### src/rtl/cic_channel_scheduler_if.sv
// Output sample stream of the CIC channel scheduler: the FIFO head sample,
// its channel tag and last-channel flag, with a valid/ready handshake.
interface cic_channel_scheduler_if #(
  parameter int DATA_WIDTH     = 16,
  parameter int CHANNELS_WIDTH = 3
);
  logic [DATA_WIDTH-1:0]     m_data;
  logic [CHANNELS_WIDTH-1:0] m_chan;
  logic                      m_last;
  logic                      m_valid;
  logic                      m_ready;

  modport master (output m_data, output m_chan, output m_last, output m_valid, input m_ready);
  modport slave  (input m_data, input m_chan, input m_last, input m_valid, output m_ready);
endinterface

### src/rtl/cic_channel_scheduler.sv
// CIC channel scheduler: sweeps the shared integrator/comb datapath over all
// microphone channels once per PDM frame (two cycles per channel), captures
// comb outputs on decimation frames into an output FIFO and streams them out.
// Optional feature: define CIC_SCHED_DROP_COUNT_EN to add the saturating
// drop_count output.
module cic_channel_scheduler #(
  parameter int CHANNELS       = 8,
  parameter int DATA_WIDTH     = 16,
  parameter int FIFO_DEPTH     = 16,
  parameter int CHANNELS_WIDTH = $clog2(CHANNELS),
  parameter int LEVEL_WIDTH    = $clog2(FIFO_DEPTH) + 1
) (
  input  logic                      clk,
  input  logic                      resetn,
  input  logic                      frame_start,
  input  logic                      comb_enable,
  input  logic [DATA_WIDTH-1:0]     comb_data,
  output logic [CHANNELS_WIDTH-1:0] channel,
  output logic                      phase,
  output logic                      busy,
  output logic                      frame_done,
  cic_channel_scheduler_if.master   m,
  output logic [LEVEL_WIDTH-1:0]    fifo_level,
  output logic                      overflow,
  output logic                      sync_err,
  input  logic                      err_clr
`ifdef CIC_SCHED_DROP_COUNT_EN
  ,
  output logic [7:0]                drop_count
`endif
);

  localparam int PTR_W   = $clog2(FIFO_DEPTH);
  localparam int ENTRY_W = CHANNELS_WIDTH + 1 + DATA_WIDTH;

  typedef enum logic [0:0] {ST_IDLE = 1'b0, ST_RUN = 1'b1} state_t;

  state_t                    state_r, state_s;
  logic [CHANNELS_WIDTH-1:0] chan_r, chan_s;
  logic                      phase_r, phase_s;
  logic                      comb_frame_r, comb_frame_s;
  logic                      frame_done_r, done_s;
  logic                      last_chan_s;
  logic                      busy_s, push_s, sync_hit_s;

  logic [ENTRY_W-1:0]        mem_r [FIFO_DEPTH];
  logic [PTR_W-1:0]          wr_r, rd_r, rd_nxt_s;
  logic [LEVEL_WIDTH-1:0]    level_r, level_nxt_s;
  logic                      valid_r;
  logic [ENTRY_W-1:0]        head_r, head_s, entry_s;
  logic                      full_s, pop_s, accept_s, drop_s;
  logic                      overflow_r, sync_err_r;

  assign last_chan_s = (chan_r == CHANNELS_WIDTH'(CHANNELS - 1));

  // Sweep state register: state, channel, phase, latched comb flag, done pulse.
  always_ff @(posedge clk or negedge resetn) begin
    if (!resetn) begin
      state_r      <= ST_IDLE;
      chan_r       <= {CHANNELS_WIDTH{1'b0}};
      phase_r      <= 1'b0;
      comb_frame_r <= 1'b0;
      frame_done_r <= 1'b0;
    end else begin
      state_r      <= state_s;
      chan_r       <= chan_s;
      phase_r      <= phase_s;
      comb_frame_r <= comb_frame_s;
      frame_done_r <= done_s;
    end
  end

  // Next-state logic: two cycles per channel, back to IDLE after the last one.
  always_comb begin
    state_s      = state_r;
    chan_s       = chan_r;
    phase_s      = phase_r;
    comb_frame_s = comb_frame_r;
    done_s       = 1'b0;
    case (state_r)
      ST_IDLE: begin
        chan_s  = {CHANNELS_WIDTH{1'b0}};
        phase_s = 1'b0;
        if (frame_start) begin
          state_s      = ST_RUN;
          comb_frame_s = comb_enable;
        end else begin
          state_s = ST_IDLE;
        end
      end
      ST_RUN: begin
        phase_s = ~phase_r;
        if (phase_r) begin
          if (last_chan_s) begin
            chan_s  = {CHANNELS_WIDTH{1'b0}};
            state_s = ST_IDLE;
            done_s  = 1'b1;
          end else begin
            chan_s = chan_r + CHANNELS_WIDTH'(1);
          end
        end else begin
          chan_s = chan_r;
        end
      end
      default: begin
        state_s = ST_IDLE;
        chan_s  = {CHANNELS_WIDTH{1'b0}};
        phase_s = 1'b0;
      end
    endcase
  end

  // Sweep-derived controls: busy, capture request, and overlapping-frame detect.
  always_comb begin
    busy_s     = 1'b0;
    push_s     = 1'b0;
    sync_hit_s = 1'b0;
    if (state_r == ST_RUN) begin
      busy_s     = 1'b1;
      push_s     = phase_r & comb_frame_r;
      sync_hit_s = frame_start;
    end else begin
      busy_s     = 1'b0;
      push_s     = 1'b0;
      sync_hit_s = 1'b0;
    end
  end

  assign full_s      = (level_r == LEVEL_WIDTH'(FIFO_DEPTH));
  assign pop_s       = valid_r & m.m_ready;
  // A full FIFO still takes a push when the head leaves in the same cycle.
  assign accept_s    = push_s & (~full_s | pop_s);
  assign drop_s      = push_s & full_s & ~pop_s;
  assign entry_s     = {chan_r, last_chan_s, comb_data};
  assign rd_nxt_s    = pop_s ? (rd_r + PTR_W'(1)) : rd_r;
  assign level_nxt_s = level_r + LEVEL_WIDTH'(accept_s) - LEVEL_WIDTH'(pop_s);

  // Next head: the sample landing in the head slot bypasses the memory.
  always_comb begin
    head_s = mem_r[rd_nxt_s];
    if (accept_s && (wr_r == rd_nxt_s)) begin
      head_s = entry_s;
    end else begin
      head_s = mem_r[rd_nxt_s];
    end
  end

  // FIFO storage write; contents need no reset since level gates visibility.
  always_ff @(posedge clk) begin
    if (accept_s) begin
      mem_r[wr_r] <= entry_s;
    end
  end

  // FIFO pointers, level, registered head and sticky error flags.
  always_ff @(posedge clk or negedge resetn) begin
    if (!resetn) begin
      wr_r       <= {PTR_W{1'b0}};
      rd_r       <= {PTR_W{1'b0}};
      level_r    <= {LEVEL_WIDTH{1'b0}};
      valid_r    <= 1'b0;
      head_r     <= {ENTRY_W{1'b0}};
      overflow_r <= 1'b0;
      sync_err_r <= 1'b0;
    end else begin
      if (accept_s) begin
        wr_r <= wr_r + PTR_W'(1);
      end
      rd_r       <= rd_nxt_s;
      level_r    <= level_nxt_s;
      valid_r    <= (level_nxt_s != {LEVEL_WIDTH{1'b0}});
      head_r     <= head_s;
      overflow_r <= drop_s | (overflow_r & ~err_clr);
      sync_err_r <= sync_hit_s | (sync_err_r & ~err_clr);
    end
  end

`ifdef CIC_SCHED_DROP_COUNT_EN
  logic [7:0] drop_cnt_r;

  // Saturating dropped-sample counter; a drop in the clearing cycle counts as one.
  always_ff @(posedge clk or negedge resetn) begin
    if (!resetn) begin
      drop_cnt_r <= 8'd0;
    end else if (err_clr) begin
      drop_cnt_r <= drop_s ? 8'd1 : 8'd0;
    end else if (drop_s && (drop_cnt_r != 8'hFF)) begin
      drop_cnt_r <= drop_cnt_r + 8'd1;
    end
  end

  assign drop_count = drop_cnt_r;
`endif

  assign channel    = chan_r;
  assign phase      = phase_r;
  assign busy       = busy_s;
  assign frame_done = frame_done_r;
  assign m.m_data   = head_r[DATA_WIDTH-1:0];
  assign m.m_last   = head_r[DATA_WIDTH];
  assign m.m_chan   = head_r[ENTRY_W-1 -: CHANNELS_WIDTH];
  assign m.m_valid  = valid_r;
  assign fifo_level = level_r;
  assign overflow   = overflow_r;
  assign sync_err   = sync_err_r;

endmodule

### src/flat_wrapper.sv
// flat-port wrapper written by rule: the top's interface ports become plain ports
module cic_channel_scheduler_flat 
#(
  parameter int CHANNELS       = 8,
  parameter int DATA_WIDTH     = 16,
  parameter int FIFO_DEPTH     = 16,
  parameter int CHANNELS_WIDTH = $clog2(CHANNELS),
  parameter int LEVEL_WIDTH    = $clog2(FIFO_DEPTH) + 1
)
  (clk, resetn, frame_start, comb_enable, comb_data, channel, phase, busy, frame_done, fifo_level, overflow, sync_err, err_clr, m_m_data, m_m_chan, m_m_last, m_m_valid, m_m_ready);
  cic_channel_scheduler_if #(.DATA_WIDTH(DATA_WIDTH), .CHANNELS_WIDTH(CHANNELS_WIDTH)) m_i ();
  input  logic clk;
  input  logic resetn;
  input  logic frame_start;
  input  logic comb_enable;
  input  logic [DATA_WIDTH-1:0] comb_data;
  output logic [CHANNELS_WIDTH-1:0] channel;
  output logic phase;
  output logic busy;
  output logic frame_done;
  output logic [LEVEL_WIDTH-1:0] fifo_level;
  output logic overflow;
  output logic sync_err;
  input  logic err_clr;
  output wire logic [$bits(m_i.m_data)-1:0] m_m_data;
  output wire logic [$bits(m_i.m_chan)-1:0] m_m_chan;
  output wire logic [$bits(m_i.m_last)-1:0] m_m_last;
  output wire logic [$bits(m_i.m_valid)-1:0] m_m_valid;
  input wire logic [$bits(m_i.m_ready)-1:0] m_m_ready;
  assign m_m_data = m_i.m_data;
  assign m_m_chan = m_i.m_chan;
  assign m_m_last = m_i.m_last;
  assign m_m_valid = m_i.m_valid;
  assign m_i.m_ready = m_m_ready;
  cic_channel_scheduler #(.CHANNELS(CHANNELS), .DATA_WIDTH(DATA_WIDTH), .FIFO_DEPTH(FIFO_DEPTH), .CHANNELS_WIDTH(CHANNELS_WIDTH), .LEVEL_WIDTH(LEVEL_WIDTH)) u_core (.clk(clk), .resetn(resetn), .frame_start(frame_start), .comb_enable(comb_enable), .comb_data(comb_data), .channel(channel), .phase(phase), .busy(busy), .frame_done(frame_done), .m(m_i), .fifo_level(fifo_level), .overflow(overflow), .sync_err(sync_err), .err_clr(err_clr));
endmodule
### config.mk
export PLATFORM = sky130hd
export DESIGN_NAME = cic_channel_scheduler_flat
export DESIGN_NICKNAME = d
export VERILOG_FILES = /design/src/rtl/cic_channel_scheduler_if.sv /design/src/rtl/cic_channel_scheduler.sv /design/src/flat_wrapper.sv
export SDC_FILE = /design/constraint.sdc
export NUM_CORES = 1
export LEC_CHECK = 0
export BUFFER_PORTS_ARGS = -buffer_cell sky130_fd_sc_hd__buf_2
export CORE_ASPECT_RATIO = 1.2
export CORE_MARGIN = 1.5
export CORE_UTILIZATION = 55
export DETAILED_ROUTE_END_ITERATION = 10
export PLACE_DENSITY = 0.84
export SYNTH_ARGS = -nofsm -noshare
export SYNTH_HDL_FRONTEND = slang
export SYNTH_SLANG_ARGS = --single-unit
### constraint.sdc
create_clock -name clk -period 4.86 [get_ports clk]
set_input_delay 0.486 -clock clk [delete_from_list [all_inputs] [get_ports clk]]
set_output_delay 0.486 -clock clk [all_outputs]
set_load 0.03 [all_outputs]
-- Yosys cells after proc, flatten, opt, wreduce, memory -nomap -nowiden
Memories as Yosys holds them, arrays and structs flattened. A register that Yosys moved wholly into a read port is not among the register bits.
Index checks and enable logic that the tools add are counted.
- add/sub/neg operators: 5
- equality and inequality tests: 3
- muxes and demuxes: 17
- bitwise gates (word level): 15
- reductions and logical operators: 3
- operators by type and width (cell ; count):
    $mux 1 ; 11
    $add 4x1->4 const B ; 2
    $and 1x1->1 ; 7
    $mux 3 ; 2
    $pmux 3 s2 ; 1
    $add 5x1->5 ; 1
    $eq 5x5->1 const B ; 1
    $not 1->1 ; 5
    $reduce_bool 5->1 ; 1
    $sub 5x1->5 ; 1
    $mux 4 ; 1
    $pmux 1 s2 ; 2
    $add 3x1->3 const B ; 1
    $eq 3x3->1 const B ; 1
    $or 1x1->1 ; 3
    $ne 2x2->1 const B ; 1
    $reduce_and 2->1 ; 1
    $logic_not 1->1 ; 1
- bits in registers: 23
- RAM bits: 320
- output and inout port bits: 34
- memories: 1
- memories (memory ; depth ; bits a word ; rd ports ; clocked after memory_dff ; wr ports ; line ; RTL):
    u_core.mem_r ; 16 ; 20 ; 1 ; 1 ; 1 ; cic_channel_scheduler.sv:46 ; logic [ENTRY_W-1:0] mem_r [FIFO_DEPTH];

-- Longest topological paths before layout
- depth in word-level cells: 7
- mapped depth: 12
- depth with buffers taken out: 11

-- Worst setup path before layout
No wires, ideal clock.
- kind: reg-to-reg
- from: register u_core.level_r[2], in the netlist u_core.fifo_level[2]
- to: memory u_core.mem_r[3][0] (netlist bit) (enable)
- setup time: 0.422 ns
- data arrival time: 2.903 ns
- slack: 1.535 ns
- stages on the path, launching flop included: 8
- clock period less this slack: 3.325 ns
- path through: dfrtp_1 inv_1 ha_1 and4_1 a21oi_1 buf_2 nand2_1 nor3_1
- longest elaborated chain between the ends: 6
- RTL lines (item ; line ; RTL):
    from (decl) ; cic_channel_scheduler.sv:48 ; logic [LEVEL_WIDTH-1:0] level_r, level_nxt_s;
    from (signal assigned) ; cic_channel_scheduler.sv:160 ; level_r <= {LEVEL_WIDTH{1'b0}};
    from (signal assigned) ; cic_channel_scheduler.sv:170 ; level_r <= level_nxt_s;
    $eq 5x5->1 ; cic_channel_scheduler.sv:129 ; assign full_s = (level_r == LEVEL_WIDTH'(FIFO_DEPTH));
    $not 1->1 ; cic_channel_scheduler.sv:132 ; assign accept_s = push_s & (~full_s | pop_s);
    $or 1x1->1 ; cic_channel_scheduler.sv:132 ;
    $and 1x1->1 ; cic_channel_scheduler.sv:132 ;
    named net u_core.accept_s ; cic_channel_scheduler.sv:51 ; logic full_s, pop_s, accept_s, drop_s;
    $mux 1 ; cic_channel_scheduler.sv:150 ; if (accept_s) begin
    $mux 1 (implied by the code) ; cic_channel_scheduler.sv:151 ; mem_r[wr_r] <= entry_s;
    to (decl) ; cic_channel_scheduler.sv:46 ;
The timed path passes the listed nets, and every way through them passes these cells.

-- Worst setup path after layout
- from: register u_core.rd_r[1]
- to: register u_core.head_r[19], read port of u_core.mem_r
- longest elaborated chain between the ends: 2
- RTL lines (item ; line ; RTL):
    from (decl) ; cic_channel_scheduler.sv:47 ; logic [PTR_W-1:0] wr_r, rd_r, rd_nxt_s;
    from (signal assigned) ; cic_channel_scheduler.sv:159 ; rd_r <= {PTR_W{1'b0}};
    from (signal assigned) ; cic_channel_scheduler.sv:169 ; rd_r <= rd_nxt_s;
    $add 4x1->4 ; cic_channel_scheduler.sv:135 ; assign rd_nxt_s = pop_s ? (rd_r + PTR_W'(1)) : rd_r;
    $mux 4 (*) ; cic_channel_scheduler.sv:135 ;
    to (decl) ; cic_channel_scheduler.sv:50 ; logic [ENTRY_W-1:0] head_r, head_s, entry_s;
Every way passes the cells marked *; elsewhere a longest branch is shown, timed or not.
A chain may end at the register's enable or synchronous reset.

==> run_results.csv <==
group,metric,value,unit
clocking,clk_latency,0.53,ns
timing,worstMarginPinSlew,1.279,ns
route,drt-vias-per-instance,6.886,
synthesis,ys_dominant_reg_cell,"edfxtp_1",
synthesis,synth_top_area_cell,"edfxtp_1",
clocking,ctsResizeCount,0,
timing,timing.final.crit_period,3.621,ns
synthesis,ys.warnings.count,0,
clocking,post_cts_hold_buffer_count,0,
cells_and_area,final_layout_size_suffix_gt1_frac,0.1449,
critical_path,worst_ep_required_time,5.28,ns
floorplanning,die_ar,29360,um2
critical_path,worst-endpoint-arrival,4.04,ns
synthesis,netlist_top_cells_count,"320 x edfxtp_1, 148 x nand3_1, 99 x and3_1",
clocking,cts_tree,"yes",
synthesis,synth_enable_flop_cells,320,
route,drt-pass1-iter-count,6,
synthesis,postSynthNetCount,1189,
synthesis,instance_count_of_the_mapped_netlist,1153,
floorplanning,core_area,27920,um2
power,pwr_density_cell,652.2,nW/um2
clocking,cts_htree_levels,2,
grt,via_count_of_the_first_global_routing_pass,10646,
grt,global_route_wire_length_before_repair,61730,um
synthesis,yosysSeqAreaShare,0.6855,
grt,overflow,0,
cells_and_area,fillCellCount,1967,
critical_path,worstSetupStartpointType,"flop",
route,dr_total_vias,10886,
timing,fmaxAchievable,276.1,MHz
timing,fin_crit_sh,0.7451,
cells_and_area,post_layout_nonfiller_instances,1581,
synthesis,synthDominantCellAreaShare,0.6165,
timing,final.hold.worst_slack,0.1670,ns
floorplanning,die_height,187.4,um
place,globalplace.congestion,0.8540,
synthesis,most_frequent_cell_after_synthesis,"edfxtp_1",
grt,antenna_found_initial,3,
grt,global_route.usage.total,0.2790,
route,wire_per_inst,25.76,um
floorplanning,i_o_pin_cnt,56,
critical_path,crit_fanout,12,
run,timing.max_cap.violations,0,
power,leakage,0.005921,uW
timing,setup_violations,0,
place,hpwl,22450,um
clocking,count_of_clock_tree_sinks,363,
synthesis,synthArstFlopShare,0.1185,
route,final_antenna_net_count,0,
synthesis,syn_area,15590,um2
clocking,cts_buffers,36,
critical_path,critical_path_class,"flop to flop",
floorplanning,floorplan.die.width,156.7,um
clocking,path_clk_slew,0.06,ns
floorplanning,std_cell_rows,67,
place,placed_cell_count,1516,
timing,fin_worst_skew,0.01820,ns
route,first_iter_violations,1610,
clocking,clockBufferDepth,3,
timing,finalSetupTns,0,ns
route,drc_errors,0,
route,finalWirelength,40730,um
synthesis,synthesis.area_per_instance,13.52,um2
critical_path,end_kind,"flop",
clocking,root_driver,"clkbuf_16",
floorplanning,start_util,0.5584,
timing,timing_max_transition_violations_final,0,
clocking,post_cts_setup_buffer_count,0,
timing,number_of_failing_hold_endpoints_at_the_final_stage,0,
place,port_buffers,55,
cells_and_area,area_delta_synth_final,11.57,%
synthesis,synth-seq-cells,363,
power,worst_ir_drop_on_vdd,0.3531,mV
status,outcome,"complete, no violations",
timing,timing.slew.headroom,0.1451,
synthesis,synth_cell_types,60,
timing,rsz_0062_raised_after_global_routing,"no",
worst_hold_path,hold_class,"primary input to flop",
synthesis,synth.area.top_cells,"edfxtp_1 62%, dfrtp_1 6.9%, nand3_1 4.8%, and3_1 4.0%, a211oi_1 3.2%",
grt,grt_start_max_net_pins,112,
cells_and_area,nets,1211,
## area by class of cell
| cell class | instances | area (um2) | share of cell area |
|---|---|---|---|
| clock buffer | 53 | 1037 | 0.05964 |
| antenna | 1 | 2.502 | 0.0001439 |
| multi-input combinational | 671 | 4466 | 0.2568 |
| sequential | 363 | 10690 | 0.6144 |
| clock inverter | 11 | 140.1 | 0.008058 |
| tap | 379 | 474.2 | 0.02727 |
| inverter | 14 | 55.05 | 0.003166 |
| timing repair buffer | 89 | 530.5 | 0.03051 |
## cells by family (layout without fill, tap and decap cells)
logic type / after synthesis / in the layout / share of synthesized area
other cells: 0 / 1 / 0
fa+ha+maj: 14 / 14 / 0.01172
compound gates: 262 / 262 / 0.1212
xor+xnor: 13 / 13 / 0.009473
flops: 363 / 363 / 0.6855
buf+inv: 119 / 167 / 0.03500
simple gates: 378 / 378 / 0.1345
mux: 4 / 4 / 0.002649
## metal layers
metal | vias up | GRT usage | wire (um)
met4 | 4 | 0.1458 | 2080
met5 | - | 0 | 14
met2 | 757 | 0.4371 | 19130
li1 | 4644 | - | -
met1 | 5323 | 0.3676 | 14830
met3 | 158 | 0.05931 | 4677
## state kept, by name (all words and copies together), names as in the netlist
| name | cells |
|---|---|
| u_core.mem_r | 320 |
| u_core.sync_err | 1 |
| u_core.rd_r | 4 |
| u_core.head_r | 20 |
| u_core.comb_frame_r | 1 |
| u_core.fifo_level | 5 |
| u_core.wr_r | 4 |
| u_core.frame_done | 1 |
| u_core.phase | 1 |
| u_core.overflow | 1 |
| u_core.channel | 3 |
| u_core.m.m_valid | 1 |
| u_core.state_r | 1 |
## path summary, 6_finish.rpt
| kind | startpoint | slack [ns] | endpoint | cells after the start |
|---|---|---|---|---|
| hold reg to reg | u_core.comb_frame_r$_DFFE_PN0P_ | 0.51 | u_core.comb_frame_r$_DFFE_PN0P_ | 1 |
| max in group asynchronous | resetn | 3.92 | u_core.head_r[3]$_DFF_PN0_ | 1 |
| hold / removal | err_clr | 0.17 | u_core.overflow$_DFF_PN0_ | 2 |
| setup / recovery | u_core.rd_r[1]$_DFF_PN0_ | 1.24 | u_core.head_r[19]$_DFF_PN0_ | 8 |
| setup reg to reg | u_core.rd_r[1]$_DFF_PN0_ | 1.24 | u_core.head_r[19]$_DFF_PN0_ | 8 |
| min in group asynchronous | resetn | 0.20 | u_core.channel[0]$_DFFE_PN0N_ | 1 |
## critical path, cell delays in order (launching register included)
cell       delay, ns
dfrtp_1         0.65
ha_1            0.35
and3_1          0.27
a2bb2oi_2       0.65
buf_4           0.35
a211oi_1        0.07
nor4_1          0.64
a2111oi_0       0.19
a311oi_1        0.34
## placed cells by master (no fill, tap or decap), types with 31 or more instances in the layout
cell type    n
and3_1      99
a21boi_0    31
nand3_1    148
clkbuf_16   38
edfxtp_1   320
o21ai_0     74
dfrtp_1     43
a211oi_1    66
buf_2       55
buf_4       34
## power by group
group	total [uW]	internal, uW	switching, uW	leakage, uW
registers	4110	3810	302	0.00339
logic	4460	1410	3040	0.00196
clock network	2780	1640	1140	0.000570
## per-stage QoR
step | cell area, um2 | util | setup slack, ns | power, uW
global route | 17390 | 0.6230 | 1.151 | 11800
finish | 17390 | 0.6230 | 1.239 | 11340
detailed placement | 16210 | 0.5807 | 1.392 | 8437
floorplan | 15590 | - | 1.535 | 7211
global placement | 16210 | 0.5807 | 1.467 | 8311
CTS | 17390 | 0.6229 | 1.297 | 11230
Note: power is estimated with default switching activity, not from simulation.
